## config.mk

```make
export PLATFORM = sky130hd
export DESIGN_NAME = cpu_phase_sequencer
export DESIGN_NICKNAME = d
export VERILOG_FILES = /design/src/rtl/cpu_seq_pkg.sv /design/src/rtl/seq_wait_timer.sv /design/src/rtl/cpu_phase_sequencer.sv
export SDC_FILE = /design/constraint.sdc
export NUM_CORES = 1
export LEC_CHECK = 0
export BUFFER_PORTS_ARGS = -buffer_cell sky130_fd_sc_hd__buf_2
export CAP_MARGIN = 30
export CORE_MARGIN = 3
export CORE_UTILIZATION = 51
export CTS_CLUSTER_DIAMETER = 120
export CTS_CLUSTER_SIZE = 25
export DETAILED_ROUTE_END_ITERATION = 12
export PLACE_DENSITY = 0.86
export SLEW_MARGIN = 25
export SYNTH_ARGS = -nofsm -noshare
export SYNTH_HDL_FRONTEND = slang
export SYNTH_SLANG_ARGS = --single-unit
```

## constraint.sdc

```tcl
create_clock -name clk -period 2.15 [get_ports clk]
set_clock_uncertainty 0.2 [all_clocks]
set_input_delay 0.215 -clock clk [delete_from_list [all_inputs] [get_ports clk]]
set_output_delay 0.215 -clock clk [all_outputs]
set_load 0.02 [all_outputs]
```

## src/rtl/cpu_seq_pkg.sv

```systemverilog
// Shared types and defaults for the CPU phase sequencer.
package cpu_seq_pkg;

    typedef enum logic [2:0] {
        IDLE,
        FETCH,
        DECODE,
        EXEC,
        MEM,
        WB,
        HALT,
        ERR
    } seq_state_t;

    localparam int CNT_W_DEFAULT       = 32;
    localparam int MEM_TIMEOUT_DEFAULT = 15;

    // States in which an instruction is in flight.
    function automatic logic is_busy_state(input seq_state_t s);
        return !(s == IDLE || s == HALT || s == ERR);
    endfunction

endpackage

```

## src/rtl/seq_wait_timer.sv

```systemverilog
// Wait-cycle counter for memory handshakes. expired is high during the
// wait cycle that brings the count up to LIMIT, so the caller can leave
// the waiting state on that same edge.
module seq_wait_timer
    import cpu_seq_pkg::*;
#(
    parameter int LIMIT = MEM_TIMEOUT_DEFAULT,
    parameter int W     = $clog2(LIMIT + 1)
) (
    input  logic clk,
    input  logic reset,
    input  logic clear,
    input  logic inc,
    output logic expired
);

    logic [W-1:0] count;

    // Count held-request cycles, saturating at LIMIT.
    always_ff @(posedge clk or posedge reset) begin
        if (reset) begin
            count <= '0;
        end else if (clear) begin
            count <= '0;
        end else if (inc && (count != W'(LIMIT))) begin
            count <= count + 1'b1;
        end
    end

    assign expired = inc && (count == W'(LIMIT - 1));

endmodule

```

## src/rtl/cpu_phase_sequencer.sv

```systemverilog
// Multicycle control sequencer: FETCH -> DECODE -> EXEC -> [MEM] -> WB.
// Optional memory-ack timeout is enabled by defining SEQ_TIMEOUT_EN; without
// it the FSM waits forever for an ack and error stays 0.
//
//   state  | meaning
//   -------+----------------------------------------------------------
//   IDLE   | stopped at an instruction boundary, waiting for run
//   FETCH  | imem_req high until imem_ack; ack latches IR
//   DECODE | single decode cycle
//   EXEC   | exec_en for one cycle; mem_op selects MEM or WB
//   MEM    | dmem_req high until dmem_ack
//   WB     | register write, PC load, retire count
//   HALT   | halted by instruction, only reset leaves
//   ERR    | memory ack timeout, only reset leaves
module cpu_phase_sequencer
    import cpu_seq_pkg::*;
#(
    parameter int CNT_W       = CNT_W_DEFAULT,
    parameter int MEM_TIMEOUT = MEM_TIMEOUT_DEFAULT
) (
    input  logic             clk,
    input  logic             reset,
    input  logic             run,
    input  logic             halt_req,
    input  logic             mem_op,
    input  logic             imem_ack,
    input  logic             dmem_ack,
    output logic             imem_req,
    output logic             dmem_req,
    output logic             ir_we,
    output logic             exec_en,
    output logic             reg_we_gate,
    output logic             pc_we,
    output logic             busy,
    output logic             halted,
    output logic             error,
    output logic [CNT_W-1:0] instr_count
);

    if (CNT_W < 1) begin : g_bad_cnt_w
        $error("CNT_W must be at least 1");
    end
    if (MEM_TIMEOUT < 1) begin : g_bad_timeout
        $error("MEM_TIMEOUT must be at least 1");
    end

    seq_state_t state;
    seq_state_t state_nxt;

`ifdef SEQ_TIMEOUT_EN
    logic wait_clear;
    logic wait_inc;
    logic wait_expired;

    // Timer runs only while a request is outstanding; any other state clears it,
    // which makes every entry into FETCH or MEM start from zero.
    always_comb begin
        wait_clear = 1'b1;
        wait_inc   = 1'b0;
        if (state == FETCH) begin
            wait_clear = 1'b0;
            wait_inc   = !imem_ack;
        end else if (state == MEM) begin
            wait_clear = 1'b0;
            wait_inc   = !dmem_ack;
        end
    end

    seq_wait_timer #(
        .LIMIT (MEM_TIMEOUT)
    ) u_wait_timer (
        .clk     (clk),
        .reset   (reset),
        .clear   (wait_clear),
        .inc     (wait_inc),
        .expired (wait_expired)
    );
`endif

    // State register.
    always_ff @(posedge clk or posedge reset) begin
        if (reset) begin
            state <= IDLE;
        end else begin
            state <= state_nxt;
        end
    end

    // Next-state logic; an ack always wins over a timeout in the same cycle.
    always_comb begin
        state_nxt = state;
        case (state)
            IDLE: begin
                if (run) begin
                    state_nxt = FETCH;
                end
            end
            FETCH: begin
                if (imem_ack) begin
                    state_nxt = DECODE;
                end
`ifdef SEQ_TIMEOUT_EN
                else if (wait_expired) begin
                    state_nxt = ERR;
                end
`endif
            end
            DECODE: begin
                state_nxt = EXEC;
            end
            EXEC: begin
                state_nxt = mem_op ? MEM : WB;
            end
            MEM: begin
                if (dmem_ack) begin
                    state_nxt = WB;
                end
`ifdef SEQ_TIMEOUT_EN
                else if (wait_expired) begin
                    state_nxt = ERR;
                end
`endif
            end
            WB: begin
                if (halt_req) begin
                    state_nxt = HALT;
                end else if (run) begin
                    state_nxt = FETCH;
                end else begin
                    state_nxt = IDLE;
                end
            end
            HALT: begin
                state_nxt = HALT;
            end
            ERR: begin
                state_nxt = ERR;
            end
            default: begin
                state_nxt = IDLE;
            end
        endcase
    end

    // Moore outputs from the registered state; ir_we alone follows imem_ack.
    always_comb begin
        imem_req    = 1'b0;
        dmem_req    = 1'b0;
        ir_we       = 1'b0;
        exec_en     = 1'b0;
        reg_we_gate = 1'b0;
        pc_we       = 1'b0;
        halted      = 1'b0;
        error       = 1'b0;
        busy        = is_busy_state(state);
        case (state)
            FETCH: begin
                imem_req = 1'b1;
                ir_we    = imem_ack;
            end
            EXEC: begin
                exec_en = 1'b1;
            end
            MEM: begin
                dmem_req = 1'b1;
            end
            WB: begin
                reg_we_gate = 1'b1;
                pc_we       = 1'b1;
            end
            HALT: begin
                halted = 1'b1;
            end
            ERR: begin
`ifdef SEQ_TIMEOUT_EN
                error = 1'b1;
`else
                error = 1'b0;
`endif
            end
            default: begin
                busy = is_busy_state(state);
            end
        endcase
    end

    // Retired-instruction counter, wraps silently.
    always_ff @(posedge clk or posedge reset) begin
        if (reset) begin
            instr_count <= '0;
        end else if (state == WB) begin
            instr_count <= instr_count + 1'b1;
        end
    end

endmodule

```

Yosys cells after proc, flatten, opt, wreduce, memory -nomap -nowiden
Cells that the tools add are included.
{ "word_totals": {"reg_bits": 35, "mem_bits_ro": 0, "n_memories": 0, "ramBits": 0, "out_inout_bits": 41, "wordCells": 31, "latchBits": 0} }
{ "classes": {"shift": 0, "div": 0, "mul": 0, "bitwise": 0, "n_eq_ne": 10, "muxes": 13, "magnitude_cmp": 0, "add_sub_neg": 1, "n_reduce_logical": 5} }
{ "ops": {"columns": ["cell", "count"], "rows": [
  ["32-bit by 1-bit adder with 32-bit output (second input constant)", 1],
  ["3-bit one-hot mux with 8 select lines", 1],
  ["3-bit equality test (second input constant)", 4],
  ["3-bit two-way mux", 4],
  ["1-bit two-way mux", 8],
  ["3-bit by 2-bit equality test with 1-bit output (second input constant)", 2],
  ["2-bit inequality test (second input constant)", 3],
  ["3-bit by 1-bit equality test with 1-bit output (second input constant)", 1],
  ["3-bit zero test", 1],
  ["3-bit AND reduction", 1],
  ["1-bit logical OR", 2],
  ["1-bit zero test", 1]
]} }

Depth between registers and ports, before layout
{ "logic_depth": {"depth_word": 4, "ltp_mapped": 5} }

Least setup slack after synthesis
No wires, ideal clock.
{ "synth_timing": {"path_type": "register to register", "start": "reg instr_count[0]", "end": "reg instr_count[26]", "stages_incl_launch_ff": 6, "setup_ns": 0.130, "t_required_ns": 1.820, "t_arrival_ns": 1.621, "path_slack_ns": 0.199, "path_cell_list": "dfrtp_1 ha_1 nand2_1 nor4_4 nand4_1 xnor2_1"} }
{ "synth_via": {"elab_chain_len": 1} }
{ "synth_rtl": {"columns": ["element", "line", "text"], "rows": [
  ["start, declared", "cpu_phase_sequencer.sv:37", "output logic [CNT_W-1:0] instr_count"],
  ["start signal, assigned", "cpu_phase_sequencer.sv:192", "instr_count <= instr_count + 1'b1;"],
  ["32-bit by 1-bit adder with 32-bit output", "cpu_phase_sequencer.sv:192", null]
]} }
No other way between the ends.
A chain may end at the register's enable or synchronous reset.

Final worst setup path
{ "layout_timing": {"start": "reg state[0]", "end": "out reg_we_gate"} }
{ "layout_via": {"elab_chain_len": 2} }
{ "layout_rtl": {"columns": ["element", "line", "text"], "rows": [
  ["start, declared", "cpu_phase_sequencer.sv:47", "seq_state_t state;"],
  ["start signal, assigned", "cpu_phase_sequencer.sv:85", "state <= state_nxt;"],
  ["3-bit equality test", "cpu_phase_sequencer.sv:156", "case (state)"],
  ["1-bit two-way mux", "cpu_phase_sequencer.sv:156", null],
  ["end, declared", "cpu_phase_sequencer.sv:32", "output logic reg_we_gate,"]
]} }
No other way between the ends.

==> flow_summary.toml <==
[worst_setup_path]
critPathSlowestCell = "sky130_fd_sc_hd__dfrtp_1"
critical_path_cell_by_cell = "nand3b_1, inv_1, buf_2"
setup.worst_path.end_class = "output port"
cp.required_ns = 1.74
worstSetupStartpointType = "flop"
crit_fanout = 13
crit_type = "reg2out"
critPathMaxStageDelay_ns = 0.59
worstPathArrival_ns = 1.53

[die]
boundaryPins = 48
placeableCoreArea_mm2 = 0.00313
die_y_um = 64.1
num_rows = 20
die-area_mm2 = 0.00411
floorplan.initialDensity = 0.550
die_x_um = 64.1

[drt]
firstDrtPassIters = 6
top_signal_layer_used = "met4"
drc_violation_count_after_routing = 0
met1_length_um = 1520
drt_iter0_drc = 53
vias_per_cell = 5.42
antenna_violating_nets_post_route = 0
wl_met2_um = 1760
routedWlPerCell_um = 13.7
total_length_of_routed_met3_wires_um = 221
postRouteWirelength_um = 3510
num_vias = 1392

[logic_synthesis]
ys_async_sr_fraction = 1.00
synth_top_area_share = 0.509
yosysTopAreaCell = "sky130_fd_sc_hd__dfrtp_1"
yosys.cell_types.count = 31
syn_area_mm2 = 0.00172
most_frequent_cell_after_synthesis = "sky130_fd_sc_hd__dfrtp_1"
seq_total_area_yosys = 0.509
syn_avg_cell_area_um2 = 10.8
synthCells = 159
synth-warning-count = 0
number_of_enable_flip_flop_cells_after_synthesis = 0
ys_top_cells_by_count = "sky130_fd_sc_hd__dfrtp_1, sky130_fd_sc_hd__xnor2_1, sky130_fd_sc_hd__nand2_1, sky130_fd_sc_hd__nand4_1, sky130_fd_sc_hd__nand3_1"
synth.top_cells.by_area = "sky130_fd_sc_hd__dfrtp_1, sky130_fd_sc_hd__xnor2_1, sky130_fd_sc_hd__nand4_1"
syn-num-nets = 167
yosys_register_bits = 35
synthFlopType = "sky130_fd_sc_hd__dfrtp_1"

[clock_tree]
cts_num_sinks = 35
path_clk_slew_ns = 0.11
htree_levels = 2
post_cts_buffers = 0
cts_inserted_buffers = 5
worstSkewPairLatency_ns = 0.33
cts_root_buf = "sky130_fd_sc_hd__clkbuf_4"
clk_path_buf_depth = 2
tritoncts_clock_tree = "built"

[final_layout]
multi_input_comb_area_um2 = 793
insertedDiodeCount = 0
final_nets = 220
area_taken_by_flip_flops_and_latches_um2 = 877
fill_cells = 254
final_layout_size_suffix_gt1_frac = 0.296
syn2layout_area_growth_pct = 22.5

[placed_design]
post-dp-hpwl_um = 2550
gp_routability_congestion = 0.797
place.port_buffers = 46

[grt]
grt_antenna_before_repair = 0
number_of_global_route_vias_before_repair = 1357
overflow = 0
wire_length_of_the_first_global_routing_pass_um = 5960
grt_start_max_net_pins = 36
grt_usage = 0.183

[min_path]
holdCritPathClass = "in2reg"

[sta]
grt_setup_unrepaired = "no"
slew_at_the_pin_closest_to_its_max_slew_limit_ns = 0.535
report.final.slew_viol_count = 0
setup_viol_count_final = 0
whs_ns = 0.0326
setup_total_negative_slack_ns = 0
maxSlewHeadroom = 0.641
final_hold_vios = 0
timing.final.crit_share = 0.907
post_layout_min_period_ns = 1.95
max_freq_mhz = 513

[power]
power.switching_fraction = 0.363
power.sequential.fraction = 0.471
share_clk_of_total_power = 0.259
p_sw_w = 0.000686
pwr-share-comb = 0.270
vdd_ir_drop_max_mv = 0.690
power_per_cell_area_mw_per_mm2 = 896
power.leakage_nw = 1.14
power_report.internal_total_w = 0.00120

[job]
max_cap_viol_count = 0

[run_status]
outcome = "finished, final reports clean"
[registers in the layout (all words and copies together), names as in the netlist]
register,count
instr_count,32
state,3
[worst max-delay path: cells and delay by family (launching register included)]
kind                   cells  cell delay [ns]
DFF                        1             0.59
buffers and inverters      2             0.35
and+or+nand+nor            1             0.25
[cells by family after synthesis]
family / after synthesis / synth area share
adder cells (fa/ha/maj): 1 / 0.00727
AO/OA/AOI/OAI: 9 / 0.0320
XOR/XNOR: 31 / 0.158
other: 1 / 0.00218
flip-flops: 35 / 0.509
buffers and inverters: 10 / 0.0305
AND/OR/NAND/NOR: 72 / 0.262
[power by group through the flow]
stage                     registers (W)  clock network (W)  logic [W]
after detailed placement       0.000902                  0   0.000508
final                          0.000890           0.000489   0.000511
after CTS                      0.000887           0.000499   0.000515
after global routing           0.000910           0.000537   0.000555
after global placement         0.000895                  0   0.000497
after floorplan                0.000866                  0   0.000406
[cell type report]
type,count,share of cell area
Clock buffer,6,0.0243
Clock inverter,2,0.0166
Inverter,4,0.00712
Multi-Input combinational cell,114,0.376
Sequential cell,35,0.416
Tap cell,44,0.0261
Timing Repair Buffer,52,0.134
[routing by layer]
metal  track usage  up-vias
li1              -      662
met1         0.220      676
met2         0.317       52
met3        0.0598        2
met4        0.0396        0
met5             0        -
[layout by cell type (no fill, tap or decap), types with 2 or more instances in the layout]
cell type and n:
sky130_fd_sc_hd__buf_4 3, sky130_fd_sc_hd__inv_1 4, sky130_fd_sc_hd__and3_1 8, sky130_fd_sc_hd__nand3_1 12, sky130_fd_sc_hd__a21oi_1 3, sky130_fd_sc_hd__and2_1 2
sky130_fd_sc_hd__buf_2 46, sky130_fd_sc_hd__dfrtp_1 34, sky130_fd_sc_hd__xnor2_1 23, sky130_fd_sc_hd__nand2_1 13, sky130_fd_sc_hd__o21ai_0 3, sky130_fd_sc_hd__nor4_4 2
sky130_fd_sc_hd__dlygate4sd3_1 3, sky130_fd_sc_hd__nor2_1 8, sky130_fd_sc_hd__xor2_1 8, sky130_fd_sc_hd__clkbuf_4 5, sky130_fd_sc_hd__nor3_1 4, sky130_fd_sc_hd__nand4_1 13
[metrics by stage]
| step | total power, W | std cells | area [µm²] | util | setup WS (ns) |
|---|---|---|---|---|---|
| 6_report | 0.00189 | 257 | 2110 | 0.674 | 0.201 |
| 3_5_place_dp | 0.00141 | 246 | 1990 | 0.637 | 0.250 |
| 4_1_cts | 0.00190 | 257 | 2110 | 0.674 | 0.0944 |
| 3_3_place_gp | 0.00139 | 246 | 1990 | 0.637 | 0.326 |
| 2_1_floorplan | 0.00127 | 159 | 1720 | - | 0.199 |
| 5_1_grt | 0.00200 | 257 | 2110 | 0.674 | 0.0884 |
[path summary, 6_finish.rpt]
check | from | endpoint | slack [ns] | cells past startpoint
max in group asynchronous | reset | state[2] | 1.11 | 4
min in group asynchronous | reset | instr_count[9] | 0.31 | 4
max reg2reg | instr_count[0] | instr_count[26] | 0.23 | 6
min reg2reg | instr_count[31] | instr_count[31] | 0.28 | 1
min | imem_ack | state[1] | 0.03 | 3
max | state[0] | reg_we_gate | 0.20 | 3
[timing repair]
action                                  4_1_cts  5_1_grt
resized for setup                             0        1
hold endpoints to repair                     37        0
endpoints found under the setup margin        0        1
hold buffers                                  3        0
Power figures use the tool's default switching activity.
